**src/rtl/nanov_shifter_serial.sv**
```systemverilog
// Sequential shift/rotate unit: captures operand and shift amount on start, then
// streams the result LSB-first, BPC bits per chunk, under a valid/ready handshake.
module nanov_shifter_serial #(
  parameter int WIDTH = 32,
  parameter int BPC = 1,
  localparam int SHAMT_W = $clog2(WIDTH)
) (
  input  logic               clk,
  input  logic               rst,
  input  logic               start,
  input  logic [3:0]         op,
  input  logic [WIDTH-1:0]   a,
  input  logic [SHAMT_W-1:0] b,
  output logic               busy,
  output logic [BPC-1:0]     d,
  output logic               d_valid,
  input  logic               d_ready,
  output logic               done
);

  localparam int NCHUNK = WIDTH / BPC;
  localparam int KW = (NCHUNK > 1) ? $clog2(NCHUNK) : 1;
  localparam logic [KW-1:0] K_LAST = KW'(NCHUNK - 1);

  typedef enum logic {IDLE, STREAM} state_t;

  state_t             state;
  logic [KW-1:0]      k;
  logic [WIDTH-1:0]   a_q;
  logic [SHAMT_W-1:0] b_q;
  logic [3:0]         op_q;

  logic [SHAMT_W-1:0] idx;
  logic [SHAMT_W:0]   sum;
  logic [SHAMT_W:0]   diff;

  assign d_valid = (state == STREAM);
  assign busy    = d_valid;

  always_ff @(posedge clk or posedge rst) begin
    if (rst) begin
      state <= IDLE;
      k     <= '0;
      done  <= 1'b0;
      a_q   <= '0;
      b_q   <= '0;
      op_q  <= '0;
    end else begin
      done <= 1'b0;
      case (state)
        IDLE: begin
          if (start) begin
            a_q   <= a;
            b_q   <= b;
            op_q  <= op;
            k     <= '0;
            state <= STREAM;
          end
        end
        STREAM: begin
          if (d_ready) begin
            if (k == K_LAST) begin
              k     <= '0;
              done  <= 1'b1;
              state <= IDLE;
            end else begin
              k <= k + KW'(1);
            end
          end
        end
        default: state <= IDLE;
      endcase
    end
  end

  // The extra top bit of sum/diff is the carry/borrow that selects fill vs. wrap;
  // since WIDTH is a power of two, the low bits are already the modulo index.
  always_comb begin
    d    = '0;
    idx  = '0;
    sum  = '0;
    diff = '0;
    if (state == STREAM) begin
      for (int unsigned j = 0; j < BPC; j++) begin
        idx  = SHAMT_W'(32'(k) * BPC + j);
        sum  = {1'b0, idx} + {1'b0, b_q};
        diff = {1'b0, idx} - {1'b0, b_q};
        if (op_q[1]) begin
          d[j] = op_q[2] ? a_q[sum[SHAMT_W-1:0]] : a_q[diff[SHAMT_W-1:0]];
        end else if (op_q[2]) begin
          d[j] = sum[SHAMT_W] ? (op_q[3] & a_q[WIDTH-1]) : a_q[sum[SHAMT_W-1:0]];
        end else begin
          d[j] = diff[SHAMT_W] ? 1'b0 : a_q[diff[SHAMT_W-1:0]];
        end
      end
    end
  end

endmodule

```
**config.mk**
```make
export PLATFORM = sky130hd
export DESIGN_NAME = nanov_shifter_serial
export DESIGN_NICKNAME = d
export VERILOG_FILES = /design/src/rtl/nanov_shifter_serial.sv
export SDC_FILE = /design/constraint.sdc
export NUM_CORES = 1
export LEC_CHECK = 0
export CORE_MARGIN = 5
export CORE_UTILIZATION = 55
export DETAILED_ROUTE_END_ITERATION = 10
export DONT_BUFFER_PORTS = 1
export PLACE_DENSITY = 0.7
export SLEW_MARGIN = 5
export SYNTH_ARGS = -nofsm -noshare
export SYNTH_HDL_FRONTEND = slang
export SYNTH_SLANG_ARGS = --single-unit
```
**constraint.sdc**
```tcl
create_clock -name clk -period 6.75 [get_ports clk]
set_clock_uncertainty 0.2 [all_clocks]
set_input_delay 0.675 -clock clk [delete_from_list [all_inputs] [get_ports clk]]
set_output_delay 0.675 -clock clk [all_outputs]
set_load 0.005 [all_outputs]
```
# Word level (Yosys, flattened, before mapping)
# Cells that the tools add are included.
# totals
ff_bits	48
in_bits	45
word_cells	39
# op_classes
n_addsub	3
n_lt_le_gt_ge	2
eq_ne	3
muxes	21
n_bitwise	2
n_reduce_logical	2
# op_table
op	n
$mux 5	3
$mux 1	14
$lt 5x6->1 const B	2
$bmux 1 s5	2
$pmux 5 s2	1
$add 5x5->6	1
$sub 5x5->6	1
$add 5x1->5 const B	1
$eq 5x5->1 const B	1
$ne 2x2->1 const B	2
$reduce_and 2->1	2
$pmux 1 s2	1
$and 1x1->1	1
$not 1->1	1

# Logic depth before layout (Yosys ltp)
# Gate-level depths: netlist of the first run.
# logic_depth
ltp_word	7
depth_mapped	10

# Least setup slack after synthesis of the first run
# OpenSTA, ideal clock, no wires.
# synth_path
path_kind	register to output
from	reg k[0]
to	out d
arrival_ns	2.999
required_ns	5.875
path_slack_ns	2.876
path_stages_with_launch	9
path_buffers	0
path_cell_list	dfrtp_1 > inv_1 > ha_1 > fa_1 > xnor2_2 > mux4_1 > mux4_2 > or4b_1 > o311ai_1
# synth_via
elab_chain_len	7
elab_cells_between_ends	12
cone_classes	add/sub: 2; mux: 10
# synth_rtl
element	line_no	rtl
start: declaration	28	logic [KW-1:0] k;
start signal: assignment	67	k <= k + KW'(1);
$sub 5x5->6 / $add 5x5->6 (equally long branches)	87, 86	
$bmux 1 s5, on equally long branches	89, 93, 91	
$mux 1, on equally long branches	89, 93, 91	
$mux 1, on equally long branches	93, 91	
$mux 1	90	end else if (op_q[2]) begin
$mux 1 (*)	88	if (op_q[1]) begin
$mux 1 (*)	83	if (state == STREAM) begin
end: declaration	15	output logic [BPC-1:0] d,
# Every way passes the cells marked *; elsewhere a longest branch is shown, timed or not. The select of a mux whose other input is x is not followed.

# Worst setup path in the final report of the first run
# Ends and elaborated chain as after synthesis.

==> results.ini, run 1 <==
[logic_synthesis]
synth_edf_count=0
netlist_area_um2=2690
ys_seq_area_frac=0.438
synth_top_area_frac=0.438
async_flop_share=1.00
synth_cell_types=38
yosys.area.top_type=dfrtp_1
ys_ff_latch=47
synth.top_cells.by_area=dfrtp_1 44%, mux2_2 16%, mux4_1 5.9%
yosysWarnings=0
synthFlopType=dfrtp_1
syn-instance-count=200
syn-mean-instance-area_um2=13.4
synth_nets=259

[setup_path]
cp_cell_sequence=inv_1, ha_1, fa_1, xnor2_2, mux4_1, mux4_2, or4b_1, o311ai_1
crit_path_start=k[0]
crit_family=multiplexers
cp_max_fo=6
critPathLaunchType=flip-flop
cp.required_ps=5880
r2r_start=busy
critPathBufInv=1
cp-end-kind=primary output
crit_type=reg2out
worst_path_largest_cell_delay_ps=630
worstPathArrival_ps=3620
crit_slowest_cell=mux4_1

[clock_network]
cts_tree=yes
postCtsHoldBufs=0
post-cts-setup-buffers=0
clk_pin_slew_ps=90
cts-root-buf=clkbuf_8
htree_levels=2
clock_latency_ps=300
clock_path_buffers=2
numCtsBuffers=5
cts.sinks=47
cts.repair.resized=0

[pwr]
leakagePower_nw=1.26
powerDensity_nw_per_um2=351
ir_worst_vdd_mv=0.147

[global_route]
antenna_found_initial=0
grt_max_degree=48
grt_pass1_vias=1726
grt_usage=0.167
overflow=0
grt_pass1_wl_um=8260

[routing]
ant_nets=0
wire_per_inst_um=18.0
drtPass1Iterations=4
num_vias=1564
drc_errors=0
first_iter_violations=90
avgViaCountPerCell=5.88
totalWireLength_um=4790

[layout]
fin_nets=257
diodes=0
syn_to_final_growth_pct=4.75
drive_gt1_frac=0.281
finish.utilization=0.596

[sta]
min_period_ps=4500
tightestPinTransition_ps=1120
grt_setup_unrepaired=false
final_max_slew_viol_count=0
fmax_ghz=0.222
hold_violations=0
max_slew_margin=0.249
post-route-period-util=0.666
setup_viol=0
fin_tns_setup_ps=0

[floorplanning]
coreArea_um2=4720
num_rows=25
die_x_um=79.9
ioPinCount=49
chipHeight_um=79.9
start_util=0.569
die_area_um2=6380

[place]
place_congestion=0.847
portBuffers=0
dp_hpwl_um=3720

[job]
cap_violations=0

[status]
status=finished clean

[worst_hold_path]
hold_path.class=in2async

Yosys cell counts (all sizes together) (3+ instances only):
cell type   n
xnor2       6
a21oi       4
o21ai       7
nand2       8
a22o        3
clkbuf      5
ha         12
inv        11
dfrtp      47
buf         5
nor2        3
mux2       37
mux4       13
mux2i      13
cells in the final DEF (no fill, tap or decap), types with 2 or more instances in the layout:
master,netlist,layout
ha_1,12,12
o21ai_0,7,7
o21bai_1,2,2
dfrtp_1,47,47
clkinvlp_4,0,2
a22o_1,3,3
xnor2_1,5,5
mux2i_1,13,13
inv_1,11,10
mux4_1,6,6
nand2_1,8,8
and3_1,2,2
nor2_1,3,3
nand3b_1,2,2
mux2_2,37,37
mux4_2,7,7
a21o_1,2,2
clkbuf_8,0,5
nand3_1,2,2
a21oi_1,4,4
fa_1,2,2
per-layer routing:
metal | global-route usage | share of wire | vias up
met5 | 0 | 0 | -
met4 | 0.0490 | 0.011 | 0
met3 | 0.0508 | 0.060 | 7
met2 | 0.273 | 0.50 | 38
met1 | 0.215 | 0.42 | 791
li1 | - | - | 728
report_power, final:
| group | switching, mW | internal [mW] | total [mW] | leakage [nW] |
|---|---|---|---|---|
| Clock | 0.0971 | 0.0740 | 0.171 | 0.0408 |
| Sequential | 0.0370 | 0.320 | 0.357 | 0.578 |
| Combinational | 0.203 | 0.257 | 0.460 | 0.642 |
| Total | 0.337 | 0.652 | 0.989 | 1.26 |
kinds of logic after synthesis:
kind of cell,count (synthesis),synth area share
mux,63,0.321
buf+inv,21,0.0391
xor+xnor,7,0.0256
fa+ha+maj,14,0.0708
compound gates,23,0.0563
flops,47,0.438
simple gates,25,0.0498
state kept, by name, indices dropped and copies added, names as in the netlist:
name and cells:
a_q 32, b_q 5, k 5, op_q 3, busy 1, done 1
worst register-to-register path: stages (launching register included):
cell and delay, ps:
dfrtp_1 550, nor2b_4 920, a21oi_1 250, mux2_2 340
layout make-up:
class | count | area [um2]
Fill cell | 389 | 1910
Clock inverter | 3 | 23.8
Timing Repair Buffer | 1 | 7.51
Inverter | 11 | 41.3
Multi-Input combinational cell | 132 | 1410
Clock buffer | 5 | 68.8
Sequential cell | 47 | 1180
Tap cell | 67 | 83.8
final timing paths:
path / cells after the start / end / slack (ps)
setup / recovery: 8 / d / 2250
hold / removal: 2 / a_q[21] / 180
setup reg to reg: 3 / k[0] / 4380
hold reg to reg: 1 / a_q[11] / 310
max in group asynchronous: 2 / b_q[4] / 5770
min in group clk: 2 / b_q[3] / 290
stage by stage:
step / worst slack (ps) / cell area, um2 / hold slack [ps] / total power [mW] / instances
after floorplan: 2880 / 2690 / 280 / 0.751 / 200
after global placement: 2610 / 2720 / 292 / 0.810 / 258
after detailed placement: 2570 / 2720 / 296 / 0.825 / 258
after CTS: 2230 / 2820 / 202 / 1.00 / 266
after global routing: 2090 / 2820 / 253 / 1.06 / 266
final: 2250 / 2820 / 181 / 0.989 / 266
Note: power is estimated with default switching activity, not from simulation.
==> run 2: changes to the inputs <==
Clock period 6.75 ns to 4.6 ns, I/O delays scaled along.
==> results.ini, run 2 (synthesis gave the netlist of run 1 again) <==
[status]
status=finished clean

[clock_network]
htree_levels=2  ; unchanged
cts.repair.resized=0  ; unchanged
cts.sinks=47  ; unchanged
clock_path_buffers=2  ; unchanged
clk_pin_slew_ps=90  ; about the same
cts_tree=yes
cts-root-buf=clkbuf_8
numCtsBuffers=5  ; unchanged
clock_latency_ps=290  ; about the same

[pwr]
powerDensity_nw_per_um2=518  ; +48%
switchingPower_mw=0.491  ; +46%
clockPowerShare=0.175  ; +0.002
internal_power_mw=0.980  ; +50%
leakagePower_nw=1.28  ; +1.2%
power_frac_seq=0.357  ; -0.005
ir_worst_vdd_mv=0.248  ; +69%
p_comb_frac=0.468  ; +0.003
switching_share=0.334  ; -0.00693

[layout]
syn_to_final_growth_pct=5.63
largest_reg_flops=32  ; unchanged
drive_gt1_frac=0.284  ; +0.00218
top_register=a_q
final_common_cell=dfrtp_1
diodes=0  ; unchanged
final_cell_mix=47 x dfrtp_1, 37 x mux2_2, 13 x mux2i_1, 12 x ha_1, 10 x inv_1
top_regs=a_q x32, b_q x5, k x5
fin_nets=259  ; +0.78%

[worst_hold_path]
hold_depth=2
hold_path.class=in2reg

[global_route]
overflow=0  ; unchanged
grt_pass1_wl_um=8450  ; +2.3%
antenna_found_initial=0  ; unchanged
grt_pass1_vias=1751  ; +1.4%
grt_usage=0.172  ; +0.00414
grt_max_degree=48  ; unchanged

[sta]
final_max_slew_viol_count=0  ; unchanged
post-route-period-util=0.929
setup_viol=0  ; unchanged
fin_ws_ps=329  ; -1920 ps
hold_violations=0  ; unchanged
whs_ps=76.2  ; -105 ps
min_period_ps=4270
fin_tns_setup_ps=0  ; unchanged
fmax_ghz=0.234
max_slew_margin=0.259  ; +0.0104
tightestPinTransition_ps=1110  ; -15.6 ps
grt_setup_unrepaired=false

[setup_path]
r2r_cells=3  ; unchanged
worstPathArrival_ps=3610  ; about the same
cp_max_fo=6  ; unchanged
crit_family=multiplexers
cp.required_ps=3940  ; -1940 ps
cp.depth=8  ; unchanged
crit_type=reg2out
worst_path_largest_cell_delay_ps=620  ; about the same
cp-end-kind=primary output
critPathBufInv=1  ; unchanged
cp_cell_sequence=inv_1, ha_1, fa_1, xnor2_2, mux4_1, mux4_2, or4b_1, o311ai_1
crit_slowest_cell=mux4_1
critPathLaunchType=flip-flop

[place]
dp_slack_ps=645  ; -1920 ps
place_congestion=0.834  ; -1.6%
portBuffers=0  ; unchanged
dp_hpwl_um=3730  ; about the same

[routing]
drc_errors=0  ; unchanged
first_iter_violations=46  ; -49%
wire_per_inst_um=18.3  ; +1.6%
avgViaCountPerCell=5.90  ; +0.40%
num_vias=1582  ; +1.2%
drtPass1Iterations=5  ; +1
ant_nets=0  ; unchanged
totalWireLength_um=4910  ; +2.4%

[floorplanning]
die_x_um=79.9  ; unchanged
coreArea_um2=4720  ; unchanged
chipHeight_um=79.9  ; unchanged
ioPinCount=49  ; unchanged
num_rows=25  ; unchanged
start_util=0.569  ; unchanged
die_area_um2=6380  ; unchanged

[job]
cap_violations=0  ; unchanged

==> run 2: changes by cell type in the layout (fill, tap and decap cells not counted) <==
cell | previous run | this run
buf_4 | 1 | 2
clkbuf_8 | 5 | 6
clkinv_4 | 0 | 1
clkinvlp_4 | 2 | 1
dlygate4sd3_1 | 0 | 1
inv_6 | 1 | 0
==> run 2: final timing paths <==
kind / startpoint / to / slack [ps]
max in group asynchronous: rst / op_q[1] / 3260
min in group asynchronous: rst / a_q[13] / 540
hold reg to reg: a_q[12] / a_q[12] / 310
setup / recovery: k[0] / d / 330
hold / removal: b[1] / b_q[1] / 80
setup reg to reg: busy / k[0] / 2250
==> run 2: power by group through the flow <==
stage | Combinational, mW | Sequential, mW | Clock [mW]
after CTS | 0.695 | 0.525 | 0.268
after global placement | 0.670 | 0.528 | 0
final | 0.689 | 0.525 | 0.258
after detailed placement | 0.690 | 0.533 | 0
after global routing | 0.755 | 0.534 | 0.282
after floorplan | 0.588 | 0.514 | 0
==> run 2: routing by layer <==
metal,global-route usage,wire [um],up-vias
li1,-,-,735
met1,0.215,2060,790
met2,0.281,2430,49
met3,0.0508,325,8
met4,0.0625,89,0
met5,0,0,-
==> run 2: per-stage QoR <==
stage | instances | area, um2 | total power [mW] | utilization
after floorplan | 200 | 2690 | 1.10 | -
after global placement | 259 | 2730 | 1.20 | 0.578
after detailed placement | 259 | 2730 | 1.22 | 0.578
after CTS | 268 | 2840 | 1.49 | 0.601
after global routing | 268 | 2840 | 1.57 | 0.601
final | 268 | 2840 | 1.47 | 0.601
==> run 2: worst register-to-register path: stages (launching register included) <==
cell	delay [ps]
dfrtp_1	550
nor2b_4	920
a21oi_1	240
mux2_2	330
==> run 2: what timing repair did <==
action,in CTS,in global routing
buffers inserted,0,0
hold buffers,1,0
endpoints found under the hold margin,25,0
==> run 2: area by class of cell <==
type	count	area (um2)
fill	384	1880
clock inverter	2	16.3
clock buffer	6	82.6
timing repair buffer	3	25.0
multi-input combinational	132	1410
sequential	47	1180
inverter	11	41.3
tap	67	83.8
==> run 3: changes to the inputs <==
--- a/config.mk
+++ b/config.mk
@@ -16 +16,2 @@
 export SYNTH_SLANG_ARGS = --single-unit
+export TNS_END_PERCENT = 20
==> constraint.sdc (replaced) <==
create_clock -name clk -period 4.6 [get_ports clk]
set_clock_uncertainty 0.2 [all_clocks]
set_input_delay 0.69 -clock clk [delete_from_list [all_inputs] [get_ports clk]]
set_output_delay 0.69 -clock clk [all_outputs]
set_load 0.005 [all_outputs]
==> results.ini, run 3 (synthesis gave the netlist of run 1 again) <==
[routing]
totalWireLength_um=5080  ; +3.5%
wire_per_inst_um=18.9  ; +3.1%
drtPass1Iterations=4  ; -1
ant_nets=0  ; unchanged
drc_errors=0  ; unchanged
num_vias=1572  ; -0.63%
avgViaCountPerCell=5.84  ; -1.0%
first_iter_violations=57  ; +24%

[layout]
fin_nets=260  ; +0.39%
diodes=0  ; unchanged
drive_gt1_frac=0.292  ; +0.00850
regArea_um2=1180  ; unchanged
final_cells=269  ; +0.37%
final_common_cell=dfrtp_1
top_register=a_q
largest_reg_flops=32  ; unchanged
final_cell_mix=47 x dfrtp_1, 37 x mux2_2, 13 x mux2i_1, 12 x ha_1, 10 x inv_1
top_regs=a_q x32, b_q x5, k x5
syn_to_final_growth_pct=5.54  ; about the same
multiInputGateArea_um2=1410  ; unchanged
fill_cells=389  ; +1.3%

[floorplanning]
start_util=0.569  ; unchanged
ioPinCount=49  ; unchanged
die_area_um2=6380  ; unchanged
chipHeight_um=79.9  ; unchanged
num_rows=25  ; unchanged
die_x_um=79.9  ; unchanged
coreArea_um2=4720  ; unchanged

[worst_hold_path]
hold_path.class=in2async

[clock_network]
clk_pin_slew_ps=90  ; about the same
clock_path_buffers=2  ; unchanged
clock_latency_ps=300  ; about the same
htree_levels=2  ; unchanged
cts-root-buf=clkbuf_8
numCtsBuffers=5  ; unchanged
cts.sinks=47  ; unchanged
post-cts-setup-buffers=0  ; unchanged
postCtsHoldBufs=0  ; -1
cts_tree=yes
cts.repair.resized=0  ; unchanged

[sta]
whs_ps=207  ; +130 ps
tightestPinTransition_ps=1130  ; +24.6 ps
max_slew_margin=0.243  ; -0.0164
grt_setup_unrepaired=false
post-route-period-util=0.964  ; +0.0357
hold_violations=0  ; unchanged
fmax_ghz=0.225  ; -3.7%
min_period_ps=4440  ; +164 ps
final_max_slew_viol_count=0  ; unchanged
fin_tns_setup_ps=0  ; unchanged
setup_viol=0  ; unchanged
fin_ws_ps=165  ; -164 ps

[setup_path]
worst_path_largest_cell_delay_ps=610  ; about the same
critPathBufInv=1  ; unchanged
crit_family=multiplexers
cp_cell_sequence=inv_1, ha_1, fa_1, xnor2_2, mux4_1, mux4_2, or4b_1, o311ai_1
cp_max_fo=5  ; -1
crit_slowest_cell=mux4_1
cp.required_ps=3710  ; -230 ps
critPathLaunchType=flip-flop
cp-end-kind=primary output
worstPathArrival_ps=3550  ; -60 ps
crit_type=reg2out

[place]
dp_slack_ps=505  ; -140 ps
portBuffers=0  ; unchanged
dp_hpwl_um=3910  ; +5.0%
place_congestion=0.818  ; -1.9%
place_inst=261  ; +0.77%

[pwr]
ir_worst_vdd_mv=0.249  ; +0.62%
powerDensity_nw_per_um2=523  ; +0.95%
leakagePower_nw=1.28  ; +0.54%

[global_route]
grt_pass1_vias=1741  ; -0.57%
antenna_found_initial=0  ; unchanged
grt_max_degree=48  ; unchanged
overflow=0  ; unchanged
grt_pass1_wl_um=8670  ; +2.6%
grt_usage=0.179  ; +0.00745

[status]
status=finished clean

[job]
cap_violations=0  ; unchanged

## run 3: cell count changes in the layout (fill, tap and decap cells not counted)
cell           before  now
clkbuf_8            6    5
clkinv_4            1    0
inv_6               0    2
clkinvlp_4          1    0
clkinv_2            0    1
dlygate4sd3_1       1    0
buf_4               2    4
## run 3: final timing paths
path / startpoint / end / slack, ps / depth (start not counted)
setup / recovery: k[0] / d / 160 / 8
hold / removal: rst / a_q[20] / 210 / 2
setup reg to reg: busy / k[0] / 2220 / 3
hold reg to reg: op_q[3] / op_q[3] / 320 / 1
max in group asynchronous: rst / op_q[3] / 3600 / 2
min in group clk: b[1] / b_q[1] / 300 / 2
## run 3: layer usage
metal / vias to the layer above / track usage / wire length, um
met4: 0 / 0.0676 / 92
met1: 783 / 0.223 / 2130
met2: 46 / 0.295 / 2530
li1: 733 / - / -
met5: - / 0 / 0
met3: 10 / 0.0508 / 325
## run 3: metrics by stage
step                      utilization  area [um2]  power [mW]
after CTS                       0.601        2840        1.50
final                           0.601        2840        1.48
after detailed placement        0.581        2750        1.24
after global placement          0.581        2750        1.21
after floorplan                     -        2690        1.10
after global routing            0.601        2840        1.59
## run 3: cell type report
class	instances	area share
Clock buffer	5	0.0243
Clock inverter	3	0.00794
Inverter	11	0.0146
Multi-Input combinational cell	132	0.498
Sequential cell	47	0.415
Tap cell	67	0.0296
Timing Repair Buffer	4	0.0106
## run 3: power breakdown
part           internal (mW)  total [mW]  switching, mW
Combinational          0.398       0.702          0.304
Sequential             0.470       0.526         0.0556
Clock                  0.110       0.256          0.146
Total                  0.978        1.48          0.506
